### config.mk
export PLATFORM = sky130hd
export DESIGN_NAME = dmem_arbiter_flat
export DESIGN_NICKNAME = d
export VERILOG_FILES = /design/src/rtl/dmem_arbiter_pkg.sv /design/src/rtl/dmem_arbiter_if.sv /design/src/rtl/dmem_arbiter_load_align.sv /design/src/rtl/dmem_arbiter.sv /design/src/flat_wrapper.sv
export SDC_FILE = /design/constraint.sdc
export NUM_CORES = 1
export LEC_CHECK = 0
export CAP_MARGIN = 20
export CORE_MARGIN = 4
export CORE_UTILIZATION = 34
export CTS_BUF_LIST = sky130_fd_sc_hd__clkbuf_2
export CTS_CLUSTER_SIZE = 25
export DETAILED_ROUTE_END_ITERATION = 10
export GPL_TIMING_DRIVEN = 0
export SLEW_MARGIN = 20
export SYNTH_ARGS = -nofsm -noshare
export SYNTH_HDL_FRONTEND = slang
export SYNTH_SLANG_ARGS = --single-unit
### constraint.sdc
create_clock -name i_clk -period 17.44 [get_ports i_clk]
set_clock_uncertainty 0.2 [all_clocks]
set_input_delay 3.488 -clock i_clk [delete_from_list [all_inputs] [get_ports i_clk]]
set_output_delay 3.488 -clock i_clk [all_outputs]
set_load 0.02 [all_outputs]
### src/rtl/dmem_arbiter_pkg.sv
// dmem_arbiter_pkg
//   Shared definitions for the data-memory arbiter: FSM state encoding,
//   access size codes, default cache window and the size -> byte-count lookup.
//   The default cache window is overridden through the CACHE_OFFSET and
//   CACHE_SIZE parameters of dmem_arbiter.
package dmem_arbiter_pkg;

    typedef enum logic [1:0] {
        ST_IDLE = 2'd0,
        ST_RD   = 2'd1,
        ST_WR   = 2'd2,
        ST_FIN  = 2'd3
    } state_t;

    localparam logic [1:0] SZ_B   = 2'b00;
    localparam logic [1:0] SZ_H   = 2'b01;
    localparam logic [1:0] SZ_W   = 2'b10;
    localparam logic [1:0] SZ_RSV = 2'b11;

    localparam logic [31:0] DEF_CACHE_OFFSET = 32'h0000_1000;
    localparam logic [31:0] DEF_CACHE_SIZE   = 32'h0000_00FF;

    // Reserved size reports one byte so the range arithmetic never
    // underflows; the reserved code is rejected separately.
    function automatic logic [2:0] sz_nbytes(input logic [1:0] sz);
        case (sz)
            SZ_H:    sz_nbytes = 3'd2;
            SZ_W:    sz_nbytes = 3'd4;
            default: sz_nbytes = 3'd1;
        endcase
    endfunction

endpackage

### src/rtl/dmem_arbiter_if.sv
// dmem_arbiter_if
//   Bundles the two requester ports and the data-cache port of dmem_arbiter.
//   Requester fields are packed {p1,p0}.
//   slave  : the arbiter (consumes i_*, drives o_*)
//   master : requesters plus cache model (drive i_*, consume o_*)
interface dmem_arbiter_if;
    logic [1:0]  i_req;
    logic [1:0]  i_we;
    logic [3:0]  i_size;
    logic [1:0]  i_unsigned;
    logic [63:0] i_addr;
    logic [63:0] i_wdata;
    logic [1:0]  o_gnt;
    logic [1:0]  o_done;
    logic        o_err;
    logic [31:0] o_rdata;
    logic        o_busy;
    logic [31:0] o_mem_addr;
    logic [7:0]  o_mem_wdata;
    logic        o_mem_we;
    logic        o_mem_re;
    logic [31:0] i_mem_rdata;

    modport slave (
        input  i_req, i_we, i_size, i_unsigned, i_addr, i_wdata, i_mem_rdata,
        output o_gnt, o_done, o_err, o_rdata, o_busy,
               o_mem_addr, o_mem_wdata, o_mem_we, o_mem_re
    );

    modport master (
        output i_req, i_we, i_size, i_unsigned, i_addr, i_wdata, i_mem_rdata,
        input  o_gnt, o_done, o_err, o_rdata, o_busy,
               o_mem_addr, o_mem_wdata, o_mem_we, o_mem_re
    );
endinterface

### src/rtl/dmem_arbiter_load_align.sv
// dmem_load_align
//   Combinational load formatter. The cache returns bytes addr+3..addr, so the
//   addressed lane is always the low end; keep the low 1/2/4 bytes and
//   sign- or zero-extend to 32 bits.
//   rdata_i    in  32  raw cache word
//   size_i     in  2   size code (reserved code yields 0)
//   unsigned_i in  1   1 = zero-extend, 0 = sign-extend
//   data_o     out 32  formatted load value
module dmem_load_align
    import dmem_arbiter_pkg::*;
(
    input  logic [31:0] rdata_i,
    input  logic [1:0]  size_i,
    input  logic        unsigned_i,
    output logic [31:0] data_o
);
    always_comb begin
        case (size_i)
            SZ_B:    data_o = {{24{rdata_i[7]  & ~unsigned_i}}, rdata_i[7:0]};
            SZ_H:    data_o = {{16{rdata_i[15] & ~unsigned_i}}, rdata_i[15:0]};
            SZ_W:    data_o = rdata_i;
            default: data_o = 32'h0;
        endcase
    end
endmodule

### src/rtl/dmem_arbiter.sv
// dmem_arbiter
//   Round-robin arbiter sharing the byte-addressed data cache between port 0
//   (core LSU) and port 1 (loader/debug). One transaction outstanding; loads
//   take one read cycle, stores write one byte per cycle.
//   Optional feature: define DMEM_ARB_MISALIGN_TRAP_EN to reject misaligned
//   half/word accesses with o_err instead of performing them.
//   i_clk, i_rst  clock (rising edge) and async active-high reset
//   bus (slave)   requester handshake {p1,p0}, status outputs, cache port
//
//   state | meaning
//   IDLE  | waiting; accepts a request (may coincide with o_done)
//   RD    | single cache read cycle, result captured at its end
//   WR    | one byte written per cycle, cnt = byte index
//   FIN   | rejected request, no cache access, completes with o_err
module dmem_arbiter
    import dmem_arbiter_pkg::*;
#(
    parameter logic [31:0] CACHE_OFFSET = DEF_CACHE_OFFSET,
    parameter logic [31:0] CACHE_SIZE   = DEF_CACHE_SIZE
) (
    input logic           i_clk,
    input logic           i_rst,
    dmem_arbiter_if.slave bus
);
    state_t      state_q, state_d;
    logic [1:0]  cnt_q, cnt_d;
    logic        rr_last_q;
    logic        port_q, we_q, uns_q;
    logic [1:0]  size_q;
    logic [31:0] addr_q, wdata_q;

    logic [1:0]  gnt_q, gnt_d, done_q, done_d;
    logic        err_q, err_d;
    logic [31:0] rdata_q, rdata_d;

    // ---- request selection and legality (combinational, used in IDLE) ----
    logic        any_req, win, sel_we;
    logic [1:0]  sel_size;
    logic [31:0] sel_addr;
    logic [2:0]  sel_nb;
    logic [32:0] sel_last, cache_end;
    logic        align_ok, sel_legal, accept;

    assign any_req  = |bus.i_req;
    assign win      = (bus.i_req == 2'b11) ? ~rr_last_q : bus.i_req[1];
    assign sel_we   = bus.i_we[win];
    assign sel_size = win ? bus.i_size[3:2]  : bus.i_size[1:0];
    assign sel_addr = win ? bus.i_addr[63:32] : bus.i_addr[31:0];
    assign sel_nb   = sz_nbytes(sel_size);

    // 33-bit sums so an access near 0xFFFFFFFF cannot wrap into range.
    assign sel_last  = {1'b0, sel_addr} + {30'b0, sel_nb} - 33'd1;
    assign cache_end = {1'b0, CACHE_OFFSET} + {1'b0, CACHE_SIZE};

`ifdef DMEM_ARB_MISALIGN_TRAP_EN
    assign align_ok = !((sel_size == SZ_H && sel_addr[0]) ||
                        (sel_size == SZ_W && sel_addr[1:0] != 2'b00));
`else
    assign align_ok = 1'b1;
`endif

    assign sel_legal = (sel_size != SZ_RSV) && (sel_addr >= CACHE_OFFSET) &&
                       (sel_last <= cache_end) && align_ok;
    assign accept    = (state_q == ST_IDLE) && any_req;

    // ---- latched transaction ----
    logic [2:0]  nb_q;
    logic        wr_last;
    logic [31:0] load_val;

    assign nb_q    = sz_nbytes(size_q);
    assign wr_last = (state_q == ST_WR) && ({1'b0, cnt_q} == nb_q - 3'd1);

    dmem_load_align u_align (
        .rdata_i    (bus.i_mem_rdata),
        .size_i     (size_q),
        .unsigned_i (uns_q),
        .data_o     (load_val)
    );

    // ---- FSM: state register ----
    always_ff @(posedge i_clk or posedge i_rst) begin
        if (i_rst) begin
            state_q <= ST_IDLE;
            cnt_q   <= 2'd0;
        end else begin
            state_q <= state_d;
            cnt_q   <= cnt_d;
        end
    end

    // ---- FSM: next state ----
    always_comb begin
        state_d = state_q;
        cnt_d   = cnt_q;
        case (state_q)
            ST_IDLE: begin
                if (any_req) begin
                    cnt_d = 2'd0;
                    if (!sel_legal)  state_d = ST_FIN;
                    else if (sel_we) state_d = ST_WR;
                    else             state_d = ST_RD;
                end
            end
            ST_RD:  state_d = ST_IDLE;
            ST_WR: begin
                if (wr_last) begin
                    state_d = ST_IDLE;
                    cnt_d   = 2'd0;
                end else begin
                    cnt_d = cnt_q + 2'd1;
                end
            end
            ST_FIN:  state_d = ST_IDLE;
            default: state_d = ST_IDLE;
        endcase
    end

    // ---- FSM: outputs ----
    logic finishing;

    always_comb begin
        finishing = (state_q == ST_RD) || (state_q == ST_FIN) || wr_last;

        bus.o_mem_re    = (state_q == ST_RD);
        bus.o_mem_we    = (state_q == ST_WR);
        bus.o_mem_addr  = 32'h0;
        bus.o_mem_wdata = 8'h0;
        if (state_q == ST_RD) begin
            bus.o_mem_addr = addr_q;
        end else if (state_q == ST_WR) begin
            bus.o_mem_addr  = addr_q + {30'b0, cnt_q};
            bus.o_mem_wdata = wdata_q[{cnt_q, 3'b000} +: 8];
        end

        gnt_d   = accept ? (win ? 2'b10 : 2'b01) : 2'b00;
        done_d  = finishing ? (port_q ? 2'b10 : 2'b01) : 2'b00;
        err_d   = (state_q == ST_FIN);
        rdata_d = rdata_q;
        if (finishing) rdata_d = (state_q == ST_RD) ? load_val : 32'h0;
    end

    always_ff @(posedge i_clk or posedge i_rst) begin
        if (i_rst) begin
            gnt_q   <= 2'b00;
            done_q  <= 2'b00;
            err_q   <= 1'b0;
            rdata_q <= 32'h0;
        end else begin
            gnt_q   <= gnt_d;
            done_q  <= done_d;
            err_q   <= err_d;
            rdata_q <= rdata_d;
        end
    end

    // ---- arbitration pointer and request capture ----
    always_ff @(posedge i_clk or posedge i_rst) begin
        if (i_rst) begin
            rr_last_q <= 1'b1;
            port_q    <= 1'b0;
            we_q      <= 1'b0;
            uns_q     <= 1'b0;
            size_q    <= SZ_B;
            addr_q    <= 32'h0;
            wdata_q   <= 32'h0;
        end else if (accept) begin
            rr_last_q <= win;
            port_q    <= win;
            we_q      <= sel_we;
            uns_q     <= bus.i_unsigned[win];
            size_q    <= sel_size;
            addr_q    <= sel_addr;
            wdata_q   <= win ? bus.i_wdata[63:32] : bus.i_wdata[31:0];
        end
    end

    assign bus.o_gnt   = gnt_q;
    assign bus.o_done  = done_q;
    assign bus.o_err   = err_q;
    assign bus.o_rdata = rdata_q;
    assign bus.o_busy  = (state_q != ST_IDLE);

    // Direction is implied by the state; the latched flag is kept for
    // debug visibility only.
    logic unused_we;
    assign unused_we = we_q;

endmodule

### src/flat_wrapper.sv
// flat-port wrapper written by rule: the top's interface ports become plain ports
module dmem_arbiter_flat import dmem_arbiter_pkg::*;
#(
    parameter logic [31:0] CACHE_OFFSET = DEF_CACHE_OFFSET,
    parameter logic [31:0] CACHE_SIZE   = DEF_CACHE_SIZE
)
  (i_clk, i_rst, bus_i_req, bus_i_we, bus_i_size, bus_i_unsigned, bus_i_addr, bus_i_wdata, bus_i_mem_rdata, bus_o_gnt, bus_o_done, bus_o_err, bus_o_rdata, bus_o_busy, bus_o_mem_addr, bus_o_mem_wdata, bus_o_mem_we, bus_o_mem_re);
  dmem_arbiter_if bus_i ();
  input logic i_clk;
  input logic i_rst;
  input wire logic [$bits(bus_i.i_req)-1:0] bus_i_req;
  input wire logic [$bits(bus_i.i_we)-1:0] bus_i_we;
  input wire logic [$bits(bus_i.i_size)-1:0] bus_i_size;
  input wire logic [$bits(bus_i.i_unsigned)-1:0] bus_i_unsigned;
  input wire logic [$bits(bus_i.i_addr)-1:0] bus_i_addr;
  input wire logic [$bits(bus_i.i_wdata)-1:0] bus_i_wdata;
  input wire logic [$bits(bus_i.i_mem_rdata)-1:0] bus_i_mem_rdata;
  output wire logic [$bits(bus_i.o_gnt)-1:0] bus_o_gnt;
  output wire logic [$bits(bus_i.o_done)-1:0] bus_o_done;
  output wire logic [$bits(bus_i.o_err)-1:0] bus_o_err;
  output wire logic [$bits(bus_i.o_rdata)-1:0] bus_o_rdata;
  output wire logic [$bits(bus_i.o_busy)-1:0] bus_o_busy;
  output wire logic [$bits(bus_i.o_mem_addr)-1:0] bus_o_mem_addr;
  output wire logic [$bits(bus_i.o_mem_wdata)-1:0] bus_o_mem_wdata;
  output wire logic [$bits(bus_i.o_mem_we)-1:0] bus_o_mem_we;
  output wire logic [$bits(bus_i.o_mem_re)-1:0] bus_o_mem_re;
  assign bus_i.i_req = bus_i_req;
  assign bus_i.i_we = bus_i_we;
  assign bus_i.i_size = bus_i_size;
  assign bus_i.i_unsigned = bus_i_unsigned;
  assign bus_i.i_addr = bus_i_addr;
  assign bus_i.i_wdata = bus_i_wdata;
  assign bus_i.i_mem_rdata = bus_i_mem_rdata;
  assign bus_o_gnt = bus_i.o_gnt;
  assign bus_o_done = bus_i.o_done;
  assign bus_o_err = bus_i.o_err;
  assign bus_o_rdata = bus_i.o_rdata;
  assign bus_o_busy = bus_i.o_busy;
  assign bus_o_mem_addr = bus_i.o_mem_addr;
  assign bus_o_mem_wdata = bus_i.o_mem_wdata;
  assign bus_o_mem_we = bus_i.o_mem_we;
  assign bus_o_mem_re = bus_i.o_mem_re;
  dmem_arbiter #(.CACHE_OFFSET(CACHE_OFFSET), .CACHE_SIZE(CACHE_SIZE)) u_core (.i_clk(i_clk), .i_rst(i_rst), .bus(bus_i));
endmodule
Word-level counts from Yosys, hierarchy flattened:

Cells that the tools add are included.

* bits in registers: 110
* input bits: 172
* output and inout bits: 80
* logic and storage cells: 79

* add/subtract/negate cells: 5
* magnitude comparators: 3
* eq/ne operators: 12
* shift operators: 1
* mux-type cells: 28
* bitwise operators: 4
* reduce and logical (&&, ||, !) cells: 14

Operators with widths (count)
* 32-bit two-way mux: 5
* 32-bit one-hot mux with 3 select lines: 1
* 32-bit by 3-bit adder with 33-bit output: 1
* 33-bit by 13-bit <= comparator with 1-bit output, second input constant: 1
* 33-bit by 1-bit subtractor with 33-bit output, second input constant: 1
* 32-bit by 2-bit adder with 32-bit output: 1
* 32-bit by 13-bit >= comparator with 1-bit output, second input constant: 1
* 32-bit by 6-bit variable part select with 8-bit output: 1
* 2-bit two-way mux: 11
* 8-bit two-way mux: 2
* 3-bit one-hot mux with 2 select lines: 2
* 2-bit equality test, second input constant: 5
* 2-bit by 1-bit equality test with 1-bit output, second input constant: 3
* 2-bit one-hot mux with 3 select lines: 1
* 1-bit two-way mux: 5
* 1-bit logical AND: 4
* 2-bit zero test: 2
* 2-bit by 1-bit != test with 1-bit output, second input constant: 2
* 2-bit one-hot mux with 2 select lines: 1
* 2-bit AND reduction: 2
* 2-bit nonzero test: 2
* 2-bit OR reduction: 2
* 2-bit by 3-bit equality test with 1-bit output: 1
* 3-bit by 1-bit subtractor with 3-bit output, second input constant: 1
* other kinds (6): 9

Longest topological paths before layout:

* depth in word-level cells: 12
* mapped depth: 22
* gate-level depth less buffers: 20

By module:

A second synthesis with hierarchy kept.

* cells, all modules: 1013
* area total of the unflattened synthesis: 8793.4 µm²

Modules (own cells, without submodules)
* dmem_arbiter: times used 1, cells each 959, area each 8360.5 µm², seq. area each 2753.9 µm²
* dmem_load_align: times used 1, cells each 54, area each 432.9 µm², seq. area each 0.0 µm²

Worst setup path before layout:

No wires, ideal clock.

* path kind: input to register
* start: input bus_i_req[1]
* end: register u_core.state_q[1]
* library setup time: 0.131 ns
* arrival time: 8.279 ns
* required time: 17.109 ns
* slack: 8.830 ns
* stages: 20
* buffers on the path: 2
* path through: a21boi_0 -> clkbuf_1 -> buf_1 -> mux2i_1 -> inv_1 -> ha_1 -> inv_1 -> ha_1 -> inv_1 -> ha_1 -> a211oi_1 -> or4b_4 -> a2111oi_4 -> o21ai_2 -> o41a_1 -> a32o_1 -> or3b_1 -> a2111o_1 -> nor4_2 -> o21ai_1

* cells in the longest elaborated chain, start to end: 12
* elaborated cells on any way between the ends: 23
* those cells by class: add/sub: 2; order compare: 2; eq/ne: 5; mux: 10; reduce/logical: 4

Ends and longest elaborated chain
* start, declared: RTL line flat_wrapper.sv:11 `input wire logic [$bits(bus_i.i_req)-1:0] bus_i_req;`
* 2-bit equality test: RTL line dmem_arbiter.sv:45 `assign win = (bus.i_req == 2'b11) ? ~rr_last_q : bus.i_req[1];`
* 1-bit two-way mux *: RTL line dmem_arbiter.sv:45
* 2-bit two-way mux *: RTL line dmem_arbiter.sv:47 `assign sel_size = win ? bus.i_size[3:2] : bus.i_size[1:0];`
* named net u_core.sel_size[0]: RTL line dmem_arbiter.sv:38 `logic [1:0] sel_size;`
* 2-bit equality test / 2-bit by 1-bit equality test with 1-bit output (equally long branches): RTL line dmem_arbiter_pkg.sv:26 `case (sz)`
* 3-bit one-hot mux with 2 select lines: RTL line dmem_arbiter_pkg.sv:26
* 32-bit by 3-bit adder with 33-bit output: RTL line dmem_arbiter.sv:52 `assign sel_last = {1'b0, sel_addr} + {30'b0, sel_nb} - 33'd1;`
* 33-bit by 1-bit subtractor with 33-bit output: RTL line dmem_arbiter.sv:52
* 33-bit by 13-bit <= comparator with 1-bit output: RTL line dmem_arbiter.sv:63 `(sel_last <= cache_end) && align_ok;`
* 1-bit logical AND *: RTL line dmem_arbiter.sv:62 `assign sel_legal = (sel_size != SZ_RSV) && (sel_addr >= CACHE_OFFSET) &&`
* 2-bit two-way mux *: RTL line dmem_arbiter.sv:100 `if (!sel_legal) state_d = ST_FIN;`
* 2-bit two-way mux *: RTL line dmem_arbiter.sv:98 `if (any_req) begin`
* 2-bit one-hot mux with 3 select lines *: RTL line dmem_arbiter.sv:96 `case (state_q)`
* end signal, assigned: RTL line dmem_arbiter.sv:87 `state_q <= state_d;`
* end, declared: RTL line dmem_arbiter.sv:25 `state_t state_q, state_d;`

Mark *: on every way through the listed nets, which the timed path passes. The rest lies on a longest branch. The select of a mux whose other input is x is not followed.
A chain may end at the register's enable or synchronous reset.

Worst setup path after layout:

* start: input bus_i_req[0]
* end: register u_core.state_q[1]

* cells in the longest elaborated chain, start to end: 12
* elaborated cells on any way between the ends: 23
* those cells by class: add/sub: 2; order compare: 2; eq/ne: 5; mux: 10; reduce/logical: 4

Ends and longest elaborated chain (RTL line)
* 2-bit equality test *: dmem_arbiter.sv:45
* 1-bit two-way mux *: dmem_arbiter.sv:45
* 2-bit two-way mux *: dmem_arbiter.sv:47
* named net u_core.sel_size[0]: dmem_arbiter.sv:38
* 2-bit equality test / 2-bit by 1-bit equality test with 1-bit output (equally long branches): dmem_arbiter_pkg.sv:26
* 3-bit one-hot mux with 2 select lines: dmem_arbiter_pkg.sv:26
* 32-bit by 3-bit adder with 33-bit output: dmem_arbiter.sv:52
* 33-bit by 1-bit subtractor with 33-bit output: dmem_arbiter.sv:52
* 33-bit by 13-bit <= comparator with 1-bit output: dmem_arbiter.sv:63
* 1-bit logical AND *: dmem_arbiter.sv:62
* 2-bit two-way mux *: dmem_arbiter.sv:100
* 2-bit two-way mux *: dmem_arbiter.sv:98
* 2-bit one-hot mux with 3 select lines *: dmem_arbiter.sv:96

Marked as above.

==> run summary <==
Number of buffers added by the clock tree synthesis step: 9. The run gives 0 as the total overflow reported by the global router. The run gives 0.344 as the initial standard-cell utilization of the core. The switching power total was 0.809 mW; the via total after detailed routing was 8349. For the number of cells in the finished layout apart from fillers, the log shows 1580. The first global-routing pass estimated 44300 um of wire. The classification of the worst-slack hold path was reg -> reg. The run gives 0.331 as the sequential area share after synthesis. The clock share of power was 0.072. TritonCTS built the clock tree. Data on the critical path is required at its endpoint by 17740 ps. The chip height was 164 um. By startpoint and endpoint, the worst setup path is classified as in -> reg. Averaged over all synthesized cells, the footprint is 8.44 um2. The post-synthesis to final-layout area growth was 36.8%; the overall die area was 0.0271 mm2.

The filler cells instantiated in the layout total 2402. The count of max-cap constraint violations was 0. The worst stage delay on the critical path was 870 ps.

The hold violation total from the final report is 0, and the number of enable flip-flop cells after synthesis is 0. The share of cells above drive strength 1 was 0.0303. The final worst-path cycle share is 0.624. After synthesis, the most frequently instantiated cells are sky130_fd_sc_hd__nand2_1 (118), sky130_fd_sc_hd__o21ai_0 (110), sky130_fd_sc_hd__dfrtp_1 (109).

Setup repair after global routing left no endpoint under its margin. The top fanout value on the critical path is 10, and the core area is 0.0242 mm2. The run finished with clean final reports.

The tools report the setup slack at placement as 6070 ps. Total nets after synthesis: 1221. In the synthesized netlist the dominant register cell turns out to be sky130_fd_sc_hd__dfrtp_1.

The top-level I/O count was 252; the number of nets with antenna violations after detailed routing was 0. For the maximum operating frequency, the log shows 91.9 MHz. The average wire length per cell after detail routing works out to 18.6 um. Share of Yosys cell area claimed by the top area cell type: 0.328.

The die is 164 um wide. Setup violations remaining at the end of the flow were counted as 0. The fraction of power spent switching nets works out to 0.489. The clock slew seen by the registers of the worst setup and hold paths was 290 ps; the sum of negative setup slack was 0 ps.

The H-tree generated during clock tree synthesis spans 3 levels. For the cell-internal power, the log shows 0.845 mW. The worst setup path is captured at a flop.

For the pin with the worst max-slew slack, the measured transition is 1090 ps. Hold is met by 289 ps. The slowest cell on the critical path is sky130_fd_sc_hd__clkbuf_1.

Detailed placement finished with a half-perimeter wire length of 23500 um. Across the VDD grid, the largest voltage drop is 51.6 uV. The initial antenna violation count came out at 1. Entering global routing, the biggest net connects 73 pins.

The tools report the post-CTS setup buffer count as 0. The smallest clock period supported by the final layout is computed as 10880 ps. Yosys mapped the design onto 71 distinct sky130hd cell types. The synthesized instance count came out at 987. The combined area of the multi-input logic cells is 0.00503 mm2. No sink is reached through more buffers than the 2 on the longest clock path. Once routing completed, OpenROAD measured the worst setup slack at 6560 ps. The leading area contributor after synthesis is sky130_fd_sc_hd__dfrtp_1. Among all cell types in the netlist, the one instantiated most often is sky130_fd_sc_hd__nand2_1. Dividing the detail-routed via count by the number of cells gives 5.28. Sorting the synthesized cells by area gives the leading types as sky130_fd_sc_hd__dfrtp_1 (33%), sky130_fd_sc_hd__ha_1 (9.0%), sky130_fd_sc_hd__o21ai_0 (6.6%). The floorplan has 57 rows. The part of the total power dissipated in combinational logic was 0.649; the number of synthesized register bits was 110. The tools report the combined global-route utilization of all metal layers as 0.208. Among the stages of the critical path, the cell type that occurs most often is sky130_fd_sc_hd__inv_1. The nature of the critical path startpoint was a primary input.

The tools report the count of TritonRoute iterations in the first routing pass as 6. The number of placed instances, taps included, is 1563. The number of gates resized after CTS was 0.

Initial DRC count: 803. The number of buffers added on ports came out at 251. The fraction of synthesis flops using an asynchronous set or reset pin works out to 1.00.

For the combined flip-flop and latch cell area, the log shows 0.00275 mm2. Power spread over the standard cell area amounts to 145 mW/mm2. The summed instance area of the synthesized netlist is 0.00833 mm2, and the final number of max-transition violations is 0. The DRC violations left is 0, and the leakage component of the power is 4.94 nW.

Yosys printed 0 warnings. For this design, the CTS-stage hold fixing added 0 buffers. At the worst endpoint, the arrival time is 11180 ps. The clock sink count was 110. For the via count of the first global-routing pass, the log shows 8037.

Wires add up to 29400 um. The share of total power in sequential cells is 0.279, and the clock latency of the later-clocked register in the worst-skew pair is 610 ps. In this run the clock root is driven by a sky130_fd_sc_hd__clkbuf_2.

The signal on the critical path passes through clkdlybuf4s50_1 > a21boi_0 > clkbuf_1 > buf_1 > mux2i_1 > inv_1 > ha_1 > inv_1 > ha_1 > inv_1 > ha_1 > inv_1 > fa_1 > nand2b_1 > a2111oi_0 > o21a_1 > nor2_1 > xnor2_1 > o41ai_1 > nand3_1 > a2111o_1 > nor4_2 > o21ai_1. The remaining max-slew budget at the tightest pin was 0.270. The final layout contains 1484 nets. The final weighted congestion in routability-driven placement was 0.894.
## cell type report
type	count	share of cell area
Multi-Input combinational cell	732	0.442
Sequential cell	110	0.242
Timing Repair Buffer	252	0.223
Tap cell	324	0.0356
Inverter	94	0.0314
Buffer	51	0.0168
Clock inverter	7	0.00549
Clock buffer	9	0.00396
Antenna cell	1	0.000220
## through the flow
| step | total power [mW] | instance area [um2] | util |
|---|---|---|---|
| 2_1_floorplan | 1.12 | 8330 | - |
| 3_5_place_dp | 1.55 | 11300 | 0.466 |
| 3_3_place_gp | 1.53 | 11200 | 0.465 |
| 6_report | 1.65 | 11400 | 0.471 |
| 5_1_grt | 1.79 | 11400 | 0.471 |
| 4_1_cts | 1.67 | 11400 | 0.471 |
## sequential cells by signal (all words and copies together) (netlist names)
name,count
u_core.addr_q,32
u_core.bus.o_done,2
u_core.bus.o_err,1
u_core.bus.o_gnt,2
u_core.bus.o_rdata,32
u_core.cnt_q,2
u_core.port_q,1
u_core.rr_last_q,1
u_core.size_q,2
u_core.state_q,2
u_core.uns_q,1
u_core.wdata_q,32
## critical path: cells and delay by family
family,cells,cell delay [ps]
AO/OA/AOI/OAI,6,2740
buffers and inverters,7,2490
adder cells (fa/ha/maj),4,960
AND/OR/NAND/NOR,4,710
multiplexers,1,610
XOR/XNOR,1,150
## final timing paths
kind | cells after the start | to | slack, ps | startpoint
min reg2reg | 1 | u_core.bus.o_done[0]$_DFF_PP0_ | 290 | u_core.port_q$_DFFE_PP0P_
max in group asynchronous | 3 | u_core.bus.o_err$_DFF_PP0_ | 13360 | i_rst
min in group asynchronous | 2 | u_core.bus.o_rdata[0]$_DFFE_PP0N_ | 2940 | i_rst
max | 23 | u_core.state_q[1]$_DFFE_PP0P_ | 6560 | bus_i_req[0]
max reg2reg | 22 | u_core.state_q[1]$_DFFE_PP0P_ | 9520 | u_core.rr_last_q$_DFFE_PP1P_
min | 1 | u_core.bus.o_done[0]$_DFF_PP0_ | 290 | u_core.port_q$_DFFE_PP0P_
## power by group through the flow
stage / registers (mW) / clock network, mW / logic (mW)
2_1_floorplan: 0.470 / 0 / 0.652
3_3_place_gp: 0.462 / 0 / 1.07
3_5_place_dp: 0.466 / 0 / 1.08
4_1_cts: 0.459 / 0.125 / 1.08
5_1_grt: 0.477 / 0.133 / 1.18
6_report: 0.461 / 0.119 / 1.07
## kinds of logic (layout without fill, tap and decap cells)
group | after synthesis | after routing | synth area share
buffers and inverters | 145 | 413 | 0.0654
adder cells (fa/ha/maj) | 62 | 62 | 0.0950
multiplexers | 44 | 44 | 0.0649
AO/OA/AOI/OAI | 302 | 302 | 0.238
AND/OR/NAND/NOR | 287 | 287 | 0.167
other | 0 | 1 | 0
flip-flops | 110 | 110 | 0.331
XOR/XNOR | 37 | 37 | 0.0389
## metal layers
layer  up-vias  wire length (um)  track usage
met5         -                 0            0
met4         0               299       0.0378
met3        17              2160       0.0322
met2       298             14300        0.369
met1      3960             12600        0.272
li1       4074                 -            -
## placed cells by master, fill, tap and decap left out, types with 17 or more instances in the layout
master / n
sky130_fd_sc_hd__xor2_1: 22
sky130_fd_sc_hd__nor2_1: 48
sky130_fd_sc_hd__a222oi_1: 33
sky130_fd_sc_hd__clkdlybuf4s50_1: 251
sky130_fd_sc_hd__mux2i_1: 36
sky130_fd_sc_hd__dfrtp_1: 109
sky130_fd_sc_hd__nand3_1: 21
sky130_fd_sc_hd__nand2b_1: 17
sky130_fd_sc_hd__nand2_1: 118
sky130_fd_sc_hd__o21ai_0: 110
sky130_fd_sc_hd__a21oi_1: 62
sky130_fd_sc_hd__inv_1: 93
sky130_fd_sc_hd__a21o_1: 18
sky130_fd_sc_hd__clkbuf_1: 45
sky130_fd_sc_hd__ha_1: 60
(Power assumes the default switching activity.)
